## src/rtl/uart_pkg.sv

```systemverilog
// rtl/uart_pkg.sv - shared FSM state types, parity and frame-length helpers for uart_xcvr_param.
// Optional parity support is selected with the UART_PARITY_EN macro.
package uart_pkg;

    typedef enum logic [2:0] {
        TX_IDLE,
        TX_START,
        TX_DATA,
`ifdef UART_PARITY_EN
        TX_PARITY,
`endif
        TX_STOP
    } tx_state_t;

    typedef enum logic [2:0] {
        RX_IDLE,
        RX_START,
        RX_DATA,
`ifdef UART_PARITY_EN
        RX_PARITY,
`endif
        RX_STOP,
        RX_WAIT_HIGH
    } rx_state_t;

`ifdef UART_PARITY_EN
    localparam int PARITY_BITS = 1;
`else
    localparam int PARITY_BITS = 0;
`endif

    function automatic int frame_clks(input int cpb, input int dbits, input int sbits);
        return (1 + dbits + PARITY_BITS + sbits) * cpb;
    endfunction

    // Payload is zero-extended to 9 bits by the caller; the extra zeros do not change the XOR.
    function automatic logic parity_bit(input logic [8:0] data, input logic odd);
        return odd ? ~^data : ^data;
    endfunction

endpackage

```

## src/rtl/uart_xcvr_param_if.sv

```systemverilog
// rtl/uart_xcvr_param_if.sv - byte-side handshake bundle of uart_xcvr_param (UART_PARITY_EN adds parity error).
interface uart_xcvr_param_if #(
    parameter int DATA_BITS = 8
) ();
    logic                 i_Tx_DV;
    logic [DATA_BITS-1:0] i_Tx_Byte;
    logic                 o_Tx_Active;
    logic                 o_Tx_Done;
    logic                 o_Rx_DV;
    logic [DATA_BITS-1:0] o_Rx_Byte;
    logic                 o_Rx_Frame_Err;
`ifdef UART_PARITY_EN
    logic                 o_Rx_Parity_Err;

    modport master (
        output i_Tx_DV, i_Tx_Byte,
        input  o_Tx_Active, o_Tx_Done, o_Rx_DV, o_Rx_Byte, o_Rx_Frame_Err, o_Rx_Parity_Err
    );
    modport slave (
        input  i_Tx_DV, i_Tx_Byte,
        output o_Tx_Active, o_Tx_Done, o_Rx_DV, o_Rx_Byte, o_Rx_Frame_Err, o_Rx_Parity_Err
    );
`else
    modport master (
        output i_Tx_DV, i_Tx_Byte,
        input  o_Tx_Active, o_Tx_Done, o_Rx_DV, o_Rx_Byte, o_Rx_Frame_Err
    );
    modport slave (
        input  i_Tx_DV, i_Tx_Byte,
        output o_Tx_Active, o_Tx_Done, o_Rx_DV, o_Rx_Byte, o_Rx_Frame_Err
    );
`endif
endinterface

```

## src/rtl/uart_rx_core.sv

```systemverilog
// rtl/uart_rx_core.sv - UART receiver: 2-flop synchroniser, glitch-rejecting start, mid-bit sampling FSM.
// UART_PARITY_EN adds the parity sample state and o_Parity_Err.
module uart_rx_core
    import uart_pkg::*;
#(
    parameter int CLKS_PER_BIT = 87,
    parameter int DATA_BITS    = 8
`ifdef UART_PARITY_EN
    ,
    parameter int PARITY_ODD   = 0
`endif
) (
    input  logic                 i_Clock,
    input  logic                 i_Reset,
    input  logic                 i_Serial,
    output logic                 o_DV,
    output logic [DATA_BITS-1:0] o_Byte,
    output logic                 o_Frame_Err
`ifdef UART_PARITY_EN
    ,
    output logic                 o_Parity_Err
`endif
);
    localparam int CW = $clog2(CLKS_PER_BIT * 2);
    localparam int BW = $clog2(DATA_BITS + 1);
    localparam logic [CW-1:0] C_HALF      = CW'(CLKS_PER_BIT / 2);
    localparam logic [CW-1:0] C_BIT_LAST  = CW'(CLKS_PER_BIT - 1);
    localparam logic [BW-1:0] C_DATA_LAST = BW'(DATA_BITS - 1);

    rx_state_t            r_state;
    logic                 r_sync1;
    logic                 r_sync2;
    logic [CW-1:0]        r_cnt;
    logic [BW-1:0]        r_idx;
    logic [DATA_BITS-1:0] r_shift;
    logic                 r_dv;
    logic [DATA_BITS-1:0] r_byte;
    logic                 r_ferr;
    logic                 w_rx;
`ifdef UART_PARITY_EN
    logic                 r_par_bit;
    logic                 r_perr;
`endif

    assign w_rx = r_sync2;

    always_ff @(posedge i_Clock) begin
        if (i_Reset) begin
            r_sync1   <= 1'b1;
            r_sync2   <= 1'b1;
            r_state   <= RX_IDLE;
            r_cnt     <= '0;
            r_idx     <= '0;
            r_shift   <= '0;
            r_dv      <= 1'b0;
            r_byte    <= '0;
            r_ferr    <= 1'b0;
`ifdef UART_PARITY_EN
            r_par_bit <= 1'b0;
            r_perr    <= 1'b0;
`endif
        end else begin
            r_sync1 <= i_Serial;
            r_sync2 <= r_sync1;
            r_dv    <= 1'b0;
            r_ferr  <= 1'b0;
`ifdef UART_PARITY_EN
            r_perr  <= 1'b0;
`endif
            case (r_state)
                RX_IDLE: begin
                    if (!w_rx) begin
                        r_state <= RX_START;
                        r_cnt   <= '0;
                    end
                end
                // A start that is high again at mid-bit was a glitch.
                RX_START: begin
                    if (r_cnt == C_HALF) begin
                        r_cnt   <= '0;
                        r_idx   <= '0;
                        r_state <= w_rx ? RX_IDLE : RX_DATA;
                    end else begin
                        r_cnt <= r_cnt + CW'(1);
                    end
                end
                RX_DATA: begin
                    if (r_cnt == C_BIT_LAST) begin
                        r_cnt   <= '0;
                        r_shift <= {w_rx, r_shift[DATA_BITS-1:1]};
                        if (r_idx == C_DATA_LAST) begin
`ifdef UART_PARITY_EN
                            r_state <= RX_PARITY;
`else
                            r_state <= RX_STOP;
`endif
                        end else begin
                            r_idx <= r_idx + BW'(1);
                        end
                    end else begin
                        r_cnt <= r_cnt + CW'(1);
                    end
                end
`ifdef UART_PARITY_EN
                RX_PARITY: begin
                    if (r_cnt == C_BIT_LAST) begin
                        r_cnt     <= '0;
                        r_par_bit <= w_rx;
                        r_state   <= RX_STOP;
                    end else begin
                        r_cnt <= r_cnt + CW'(1);
                    end
                end
`endif
                RX_STOP: begin
                    if (r_cnt == C_BIT_LAST) begin
                        r_cnt   <= '0;
                        r_dv    <= 1'b1;
                        r_byte  <= r_shift;
                        r_ferr  <= ~w_rx;
`ifdef UART_PARITY_EN
                        r_perr  <= r_par_bit ^ parity_bit(9'(r_shift), (PARITY_ODD != 0));
`endif
                        // A low stop bit parks in WAIT_HIGH so a held break yields one frame.
                        r_state <= w_rx ? RX_IDLE : RX_WAIT_HIGH;
                    end else begin
                        r_cnt <= r_cnt + CW'(1);
                    end
                end
                RX_WAIT_HIGH: begin
                    if (w_rx) begin
                        r_state <= RX_IDLE;
                    end
                end
                default: r_state <= RX_IDLE;
            endcase
        end
    end

    assign o_DV        = r_dv;
    assign o_Byte      = r_byte;
    assign o_Frame_Err = r_ferr;
`ifdef UART_PARITY_EN
    assign o_Parity_Err = r_perr;
`endif

endmodule

```

## src/rtl/uart_xcvr_param.sv

```systemverilog
// rtl/uart_xcvr_param.sv - parametrised full-duplex UART: TX FSM, loopback mux, receiver instance.
// UART_PARITY_EN inserts and checks a parity bit after the data bits.
module uart_xcvr_param
    import uart_pkg::*;
#(
    parameter int CLKS_PER_BIT = 87,
    parameter int DATA_BITS    = 8,
    parameter int STOP_BITS    = 1,
    parameter int PARITY_ODD   = 0
) (
    input  logic              i_Clock,
    input  logic              i_Reset,
    input  logic              i_Rx_Serial,
    input  logic              i_Loopback,
    output logic              o_Tx_Serial,
    uart_xcvr_param_if.slave  bus
);
    localparam int CW = $clog2(CLKS_PER_BIT * 2);
    localparam int BW = $clog2(DATA_BITS + 1);
    localparam logic [CW-1:0] C_BIT_LAST  = CW'(CLKS_PER_BIT - 1);
    localparam logic [CW-1:0] C_STOP_LAST = CW'(STOP_BITS * CLKS_PER_BIT - 1);
    localparam logic [BW-1:0] C_DATA_LAST = BW'(DATA_BITS - 1);

    if (CLKS_PER_BIT < 4 || DATA_BITS < 5 || DATA_BITS > 9 ||
        (STOP_BITS != 1 && STOP_BITS != 2) || (PARITY_ODD != 0 && PARITY_ODD != 1)) begin : g_bad_params
        $error("uart_xcvr_param: illegal parameter combination");
    end

    tx_state_t            r_tx_state;
    logic [CW-1:0]        r_tx_cnt;
    logic [BW-1:0]        r_tx_idx;
    logic [DATA_BITS-1:0] r_tx_shift;
    logic                 r_tx_serial;
    logic                 r_tx_active;
    logic                 r_tx_done;
    logic                 w_rx_src;
`ifdef UART_PARITY_EN
    logic                 r_tx_par;
`endif

    always_ff @(posedge i_Clock) begin
        if (i_Reset) begin
            r_tx_state  <= TX_IDLE;
            r_tx_cnt    <= '0;
            r_tx_idx    <= '0;
            r_tx_shift  <= '0;
            r_tx_serial <= 1'b1;
            r_tx_active <= 1'b0;
            r_tx_done   <= 1'b0;
`ifdef UART_PARITY_EN
            r_tx_par    <= 1'b0;
`endif
        end else begin
            r_tx_done <= 1'b0;
            case (r_tx_state)
                TX_IDLE: begin
                    if (bus.i_Tx_DV) begin
                        r_tx_state  <= TX_START;
                        r_tx_shift  <= bus.i_Tx_Byte;
                        r_tx_cnt    <= '0;
                        r_tx_idx    <= '0;
                        r_tx_serial <= 1'b0;
                        r_tx_active <= 1'b1;
`ifdef UART_PARITY_EN
                        r_tx_par    <= parity_bit(9'(bus.i_Tx_Byte), (PARITY_ODD != 0));
`endif
                    end
                end
                TX_START: begin
                    if (r_tx_cnt == C_BIT_LAST) begin
                        r_tx_cnt    <= '0;
                        r_tx_state  <= TX_DATA;
                        r_tx_serial <= r_tx_shift[0];
                    end else begin
                        r_tx_cnt <= r_tx_cnt + CW'(1);
                    end
                end
                // The shift register always presents the bit after the one on the wire at [1].
                TX_DATA: begin
                    if (r_tx_cnt == C_BIT_LAST) begin
                        r_tx_cnt <= '0;
                        if (r_tx_idx == C_DATA_LAST) begin
`ifdef UART_PARITY_EN
                            r_tx_state  <= TX_PARITY;
                            r_tx_serial <= r_tx_par;
`else
                            r_tx_state  <= TX_STOP;
                            r_tx_serial <= 1'b1;
`endif
                        end else begin
                            r_tx_idx    <= r_tx_idx + BW'(1);
                            r_tx_shift  <= r_tx_shift >> 1;
                            r_tx_serial <= r_tx_shift[1];
                        end
                    end else begin
                        r_tx_cnt <= r_tx_cnt + CW'(1);
                    end
                end
`ifdef UART_PARITY_EN
                TX_PARITY: begin
                    if (r_tx_cnt == C_BIT_LAST) begin
                        r_tx_cnt    <= '0;
                        r_tx_state  <= TX_STOP;
                        r_tx_serial <= 1'b1;
                    end else begin
                        r_tx_cnt <= r_tx_cnt + CW'(1);
                    end
                end
`endif
                TX_STOP: begin
                    if (r_tx_cnt == C_STOP_LAST) begin
                        r_tx_cnt    <= '0;
                        r_tx_state  <= TX_IDLE;
                        r_tx_active <= 1'b0;
                        r_tx_done   <= 1'b1;
                        r_tx_serial <= 1'b1;
                    end else begin
                        r_tx_cnt <= r_tx_cnt + CW'(1);
                    end
                end
                default: r_tx_state <= TX_IDLE;
            endcase
        end
    end

    assign o_Tx_Serial     = r_tx_serial;
    assign bus.o_Tx_Active = r_tx_active;
    assign bus.o_Tx_Done   = r_tx_done;
    assign w_rx_src        = i_Loopback ? r_tx_serial : i_Rx_Serial;

    uart_rx_core #(
        .CLKS_PER_BIT (CLKS_PER_BIT),
        .DATA_BITS    (DATA_BITS)
`ifdef UART_PARITY_EN
        ,
        .PARITY_ODD   (PARITY_ODD)
`endif
    ) u_rx_core (
        .i_Clock      (i_Clock),
        .i_Reset      (i_Reset),
        .i_Serial     (w_rx_src),
        .o_DV         (bus.o_Rx_DV),
        .o_Byte       (bus.o_Rx_Byte),
        .o_Frame_Err  (bus.o_Rx_Frame_Err)
`ifdef UART_PARITY_EN
        ,
        .o_Parity_Err (bus.o_Rx_Parity_Err)
`endif
    );

endmodule

```

## src/flat_wrapper.sv

```systemverilog
// flat-port wrapper written by rule: the top's interface ports become plain ports
module uart_xcvr_param_flat import uart_pkg::*;
#(
    parameter int CLKS_PER_BIT = 87,
    parameter int DATA_BITS    = 8,
    parameter int STOP_BITS    = 1,
    parameter int PARITY_ODD   = 0
)
  (i_Clock, i_Reset, i_Rx_Serial, i_Loopback, o_Tx_Serial, bus_i_Tx_DV, bus_i_Tx_Byte, bus_o_Tx_Active, bus_o_Tx_Done, bus_o_Rx_DV, bus_o_Rx_Byte, bus_o_Rx_Frame_Err);
  uart_xcvr_param_if #(.DATA_BITS(DATA_BITS)) bus_i ();
  input  logic i_Clock;
  input  logic i_Reset;
  input  logic i_Rx_Serial;
  input  logic i_Loopback;
  output logic o_Tx_Serial;
  input wire logic [$bits(bus_i.i_Tx_DV)-1:0] bus_i_Tx_DV;
  input wire logic [$bits(bus_i.i_Tx_Byte)-1:0] bus_i_Tx_Byte;
  output wire logic [$bits(bus_i.o_Tx_Active)-1:0] bus_o_Tx_Active;
  output wire logic [$bits(bus_i.o_Tx_Done)-1:0] bus_o_Tx_Done;
  output wire logic [$bits(bus_i.o_Rx_DV)-1:0] bus_o_Rx_DV;
  output wire logic [$bits(bus_i.o_Rx_Byte)-1:0] bus_o_Rx_Byte;
  output wire logic [$bits(bus_i.o_Rx_Frame_Err)-1:0] bus_o_Rx_Frame_Err;
  assign bus_i.i_Tx_DV = bus_i_Tx_DV;
  assign bus_i.i_Tx_Byte = bus_i_Tx_Byte;
  assign bus_o_Tx_Active = bus_i.o_Tx_Active;
  assign bus_o_Tx_Done = bus_i.o_Tx_Done;
  assign bus_o_Rx_DV = bus_i.o_Rx_DV;
  assign bus_o_Rx_Byte = bus_i.o_Rx_Byte;
  assign bus_o_Rx_Frame_Err = bus_i.o_Rx_Frame_Err;
  uart_xcvr_param #(.CLKS_PER_BIT(CLKS_PER_BIT), .DATA_BITS(DATA_BITS), .STOP_BITS(STOP_BITS), .PARITY_ODD(PARITY_ODD)) u_core (.i_Clock(i_Clock), .i_Reset(i_Reset), .i_Rx_Serial(i_Rx_Serial), .i_Loopback(i_Loopback), .o_Tx_Serial(o_Tx_Serial), .bus(bus_i));
endmodule
```

## config.mk

```make
export PLATFORM = sky130hd
export DESIGN_NAME = uart_xcvr_param_flat
export DESIGN_NICKNAME = d
export VERILOG_FILES = /design/src/rtl/uart_pkg.sv /design/src/rtl/uart_xcvr_param_if.sv /design/src/rtl/uart_rx_core.sv /design/src/rtl/uart_xcvr_param.sv /design/src/flat_wrapper.sv
export SDC_FILE = /design/constraint.sdc
export NUM_CORES = 1
export LEC_CHECK = 0
export CAP_MARGIN = 20
export CORE_UTILIZATION = 55
export CTS_BUF_LIST = sky130_fd_sc_hd__clkbuf_4
export DETAILED_ROUTE_END_ITERATION = 10
export PLACE_DENSITY = 0.76
export RECOVER_POWER = 25
export SLEW_MARGIN = 10
export SYNTH_ARGS = -nofsm -noshare
export SYNTH_HDL_FRONTEND = slang
export SYNTH_SLANG_ARGS = --single-unit
```

## constraint.sdc

```tcl
create_clock -name i_Clock -period 5.1 [get_ports i_Clock]
set_input_delay 1.02 -clock i_Clock [delete_from_list [all_inputs] [get_ports i_Clock]]
set_output_delay 1.02 -clock i_Clock [all_outputs]
set_load 0.005 [all_outputs]
```

### After elaboration in Yosys (flattened, before gate mapping)

Cells that the tools add are included.

| storage, ports and cells | value |
|---|---|
| register bits after elaboration | 61 |
| output and inout port bits | 13 |

| cells by class | value |
|---|---|
| add/sub/neg operators | 4 |
| eq/ne operators | 25 |
| muxes and demuxes | 46 |
| bitwise gates (word level) | 4 |
| reduce and logical (&&, ||, !) cells | 23 |

Operators by type and width:

| operator | count |
|---|---|
| 8-bit 2-to-1 mux | 8 |
| 3-bit 2-to-1 mux | 12 |
| 8-bit one-hot mux with 2 select lines | 2 |
| 4-bit 2-to-1 mux | 6 |
| 8-bit one-hot mux with 3 select lines | 1 |
| 2-bit != test (second input constant) | 9 |
| 8-bit by 1-bit adder with 8-bit output (second input constant) | 2 |
| 8-bit by 7-bit equality test with 1-bit output (second input constant) | 2 |
| 4-bit one-hot mux with 2 select lines | 2 |
| 3-bit one-hot mux with 5 select lines | 1 |
| 3-bit by 2-bit equality test with 1-bit output (second input constant) | 4 |
| 3-bit one-hot mux with 4 select lines | 1 |
| 1-bit 2-to-1 mux | 10 |
| 5-bit AND reduction | 2 |
| 4-bit by 1-bit adder with 4-bit output (second input constant) | 2 |
| 4-bit by 3-bit equality test with 1-bit output (second input constant) | 2 |
| 8-bit by 6-bit equality test with 1-bit output (second input constant) | 1 |
| 2-bit by 1-bit != test with 1-bit output (second input constant) | 4 |
| 2-bit AND reduction | 4 |
| 4-bit AND reduction | 2 |
| 2-bit nonzero test | 4 |
| 3-bit by 1-bit equality test with 1-bit output (second input constant) | 2 |
| 3-bit logical NOT | 2 |
| 6-bit AND reduction | 1 |
| other kinds (10) | 16 |

### Depth between registers and ports, before layout

| logic depth | value |
|---|---|
| depth after elaboration | 4 |
| depth in mapped cells | 8 |
| mapped depth without buffers | 6 |

### By module

From an unflattened synthesis, not the netlist that was laid out.

| second synthesis, totals | value |
|---|---|
| cells, all modules | 334 |
| area, all modules | 3,086.7 µm² |

Modules (own cells, without submodules):

| module | instances | cells each | area an instance (µm²) | seq. area each (µm²) |
|---|---|---|---|---|
| uart_rx_core | 1 | 179 | 1,666.6 | 700.7 |
| uart_xcvr_param | 1 | 155 | 1,420.1 | 500.5 |

### Worst setup path after synthesis

No wires, ideal clock.

| timing path | value |
|---|---|
| path type | input -> register |
| start point | input port bus_i_Tx_DV |
| end point | register u_core.r_tx_idx[3] |
| setup time | 0.070 ns |
| arrival time | 2.053 ns |
| path slack | 2.977 ns |
| stages on the path | 5 |
| cell sequence | nand2b_1 -> buf_2 -> o21ai_0 -> or4_1 -> a21boi_1 |

| between the ends | value |
|---|---|
| word-level cells in the longest chain between the ends | 2 |

RTL lines:

| what | RTL line | RTL |
|---|---|---|
| start, declared | flat_wrapper.sv:16 | `input wire logic [$bits(bus_i.i_Tx_DV)-1:0] bus_i_Tx_DV;` |
| 2-bit != test (no source line) | - |  |
| 4-bit AND reduction (no source line) | - |  |
| end signal, assigned | uart_xcvr_param.sv:91 | `r_tx_idx <= r_tx_idx + BW'(1);` |
| end, declared | uart_xcvr_param.sv:31 | `logic [BW-1:0] r_tx_idx;` |

No other way between the ends.
A chain may end at the register's enable or synchronous reset.

### Worst setup path after layout

| timing path | value |
|---|---|
| start point | input port bus_i_Tx_DV |
| end point | register u_core.r_tx_idx[2] |

Same word-level chain as after synthesis.

==> flow_summary.json <==
{
  "tightest_slew_ps": 1480,
  "synthFlopType": "dfxtp_1",
  "yosysUniqueCellTypes": 62,
  "core-area_mm2": 0.00547,
  "setup_tns_ps": 0,
  "synthAdderAreaFrac_pct": 4.42,
  "cp_slowest_cell": "nor2_1",
  "synth_cells": 355,
  "leakagePower_nw": 1.23,
  "syn_nets": 379,
  "grt_usage_pct": 24.0,
  "rsz0062_at_grt": "false",
  "syn_area_mm2": 0.00312,
  "netlist.area_leader.share_pct": 38.6,
  "cts.path.max_buffers": 2,
  "yosys_warnings": 0,
  "r2r-start": "u_core.r_tx_state[0]",
  "yosys.area_share.xor_xnor_pct": 0.281,
  "fin_skew_ps": 13.5,
  "whs_path_depth": 1,
  "drtAntennaViolNets": 0,
  "final_common_cell": "dfxtp_1",
  "postCtsSetupBuffers": 0,
  "cts_buffers": 9,
  "synth_largest_area_cell": "dfxtp_1",
  "layout_common_cells": "dfxtp_1, a21oi_1, nor2_1, nand2_1, clkdlybuf4s50_1",
  "final_nets": 396,
  "drt_wl_total_um": 6620,
  "synth_compound_area_share_pct": 21.1,
  "finalHoldViolCount": 0,
  "cts-root-buf": "clkbuf_4",
  "syn_avg_cell_area_um2": 8.78,
  "globalplace.congestion": 0.804,
  "min_path_type": "flip-flop to flip-flop",
  "fp.dieH_um": 77.3,
  "wl_per_cell_um": 14.8,
  "multiInputGateArea_mm2": 0.00175,
  "overflow": 0,
  "drt-vias-per-instance": 5.95,
  "p_per_area_mw_per_mm2": 358,
  "cap_violations": 1,
  "synth_top_family_by_area": "simple AND/OR/NAND/NOR gates",
  "num_io_pins": 26,
  "post-route-period-util_pct": 50.0,
  "drt_iter0_markers": 165,
  "areaGrowthSynthToFinish_pct": 11.2,
  "tritoncts_num_sinks": 60,
  "drive_gt1_share_pct": 6.38,
  "post_cts_resize_count": 0,
  "path_cells": "dlygate4sd3_1, nor2b_1, nor2_1, a31oi_1, o21a_1",
  "hpwl_um": 4490,
  "synth_seq_area_share_pct": 38.6,
  "port_buffers": 25,
  "yosys.area_share.simple_pct": 23.8,
  "crit_type": "primary input to flip-flop",
  "grt_pass1_wl_um": 11400,
  "htree_levels": 3,
  "antenna_found_initial": 0,
  "ir_drop_mv": 0.209,
  "die_area_mm2": 0.00597,
  "grt_max_degree": 58,
  "p_total_w": 0.00124,
  "diodes": 0,
  "placed_area_mm2": 0.00336,
  "fillers": 490,
  "startpoint_type": "primary input",
  "startpoint": "bus_i_Tx_DV",
  "ys_ff_latch": 60,
  "critPathMaxStageDelay_ps": 760,
  "crit_arrival_ps": 2860,
  "status": "finished, violations left",
  "clkLatencyLatePin_ps": 410,
  "period_needed_ps": 2550,
  "synth_mux_area_share_pct": 7.11,
  "drt-pass1-iter-count": 4,
  "async_flop_share_pct": 0,
  "min_from": "u_core.u_rx_core.r_sync1",
  "fp.dieW_um": 77.3,
  "reg2reg_depth": 6,
  "start_util_pct": 56.9,
  "tritoncts": "done",
  "yosys-top-cells-area": "dfxtp_1, mux2i_1, a21oi_1",
  "seq_area_mm2": 0.00120,
  "failed_checks": "capacitance limit",
  "clock.fmax_mhz": 392,
  "setup_viol": 0,
  "num_rows": 27,
  "drcViolationCount": 0,
  "maxSlewViolCount": 0,
  "end_kind": "flip-flop",
  "clk_pin_slew_ps": 100,
  "grt_pass1_vias": 2528,
  "required_ps": 5410,
  "vias": 2666,
  "relSlewSlack_pct": 0.243,
  "holdBufCountCts": 0,
  "synth_edf_count": 0,
  "crit_path_max_fanout": 16,
  "stdcell_area_mm2": 0.00346
}
## logic make-up (layout without fill, tap and decap cells)
logic type                 count (synthesis)  after routing
DFF                                       60             60
muxes                                     22             22
AOI/OAI and AO/OA                         96             96
xor gates and xnor gates                   1              1
and+or+nand+nor                          132            132
buffers and inverters                     33             54
adders and majority gates                 11             11
## where the power goes
group          internal [W]  switching (W)
clock              0.000142       0.000170
combinational      0.000145       0.000233
sequential         0.000515      0.0000362
## worst max-delay path: cells and delay by family
family,cells,cell delay (ps)
AO/OA/AOI/OAI,2,410
buffers and inverters,1,560
AND/OR/NAND/NOR,2,880
## area by class of cell
type | instances | share of cell area [%]
multi-input combinational | 262 | 50.4
sequential | 60 | 34.7
timing repair buffer | 28 | 7.55
tap | 72 | 2.60
clock buffer | 9 | 1.95
clock inverter | 6 | 1.63
inverter | 11 | 1.19
## synthesized netlist by cell type (4+ instances only)
cell      instances
nand2_1          27
nor2b_1           5
o211ai_1          4
inv_1            11
ha_1             11
mux2i_1          21
nor2_1           27
nand3_1          22
a31oi_1           4
or3_1             6
nand3b_1          6
o21ai_0          14
clkbuf_1          8
and3_1            5
buf_2            12
nor3_1            6
nor3b_1           4
a21oi_1          32
dfxtp_1          60
a311oi_1         11
## path summary, 6_finish.rpt
kind,end,slack (ps)
worst max-delay path,u_core.r_tx_idx[2],2550
worst min-delay path,u_core.u_rx_core.r_sync2,430
worst max register to register,u_core.r_tx_idx[2],2580
worst min register to register,u_core.u_rx_core.r_sync2,430
## metal layers
| layer | track usage [%] | up-vias | wire, um |
|---|---|---|---|
| met5 | 0 | - | 0 |
| met4 | 9.62 | 0 | 102 |
| met3 | 6.07 | 7 | 222 |
| met2 | 39.8 | 36 | 3120 |
| met1 | 29.4 | 1283 | 3180 |
| li1 | - | 1340 | - |
## sequential cells by signal, summed over array words and instances, names as in the netlist
signal / count
u_core.u_rx_core.o_Byte: 8
u_core.u_rx_core.r_idx: 4
u_core.u_rx_core.o_DV: 1
u_core.r_tx_idx: 4
u_core.r_tx_shift: 8
u_core.bus.o_Tx_Active: 1
u_core.o_Tx_Serial: 1
u_core.r_tx_cnt: 8
u_core.u_rx_core.r_sync1: 1
u_core.r_tx_state: 2
u_core.u_rx_core.r_sync2: 1
u_core.u_rx_core.r_cnt: 8
u_core.u_rx_core.o_Frame_Err: 1
u_core.bus.o_Tx_Done: 1
u_core.u_rx_core.r_state: 3
u_core.u_rx_core.r_shift: 8
## stage by stage
step | cells | hold slack, ps | utilization (%) | worst slack (ps)
6_report | 448 | 427 | 63.3 | 2550
5_1_grt | 448 | 443 | 63.3 | 2350
4_1_cts | 447 | 432 | 63.7 | 2620
3_5_place_dp | 432 | 419 | 61.4 | 2210
3_3_place_gp | 432 | 400 | 61.4 | 2260
2_1_floorplan | 355 | 389 | - | 2980
Power figures use the tool's default switching activity.
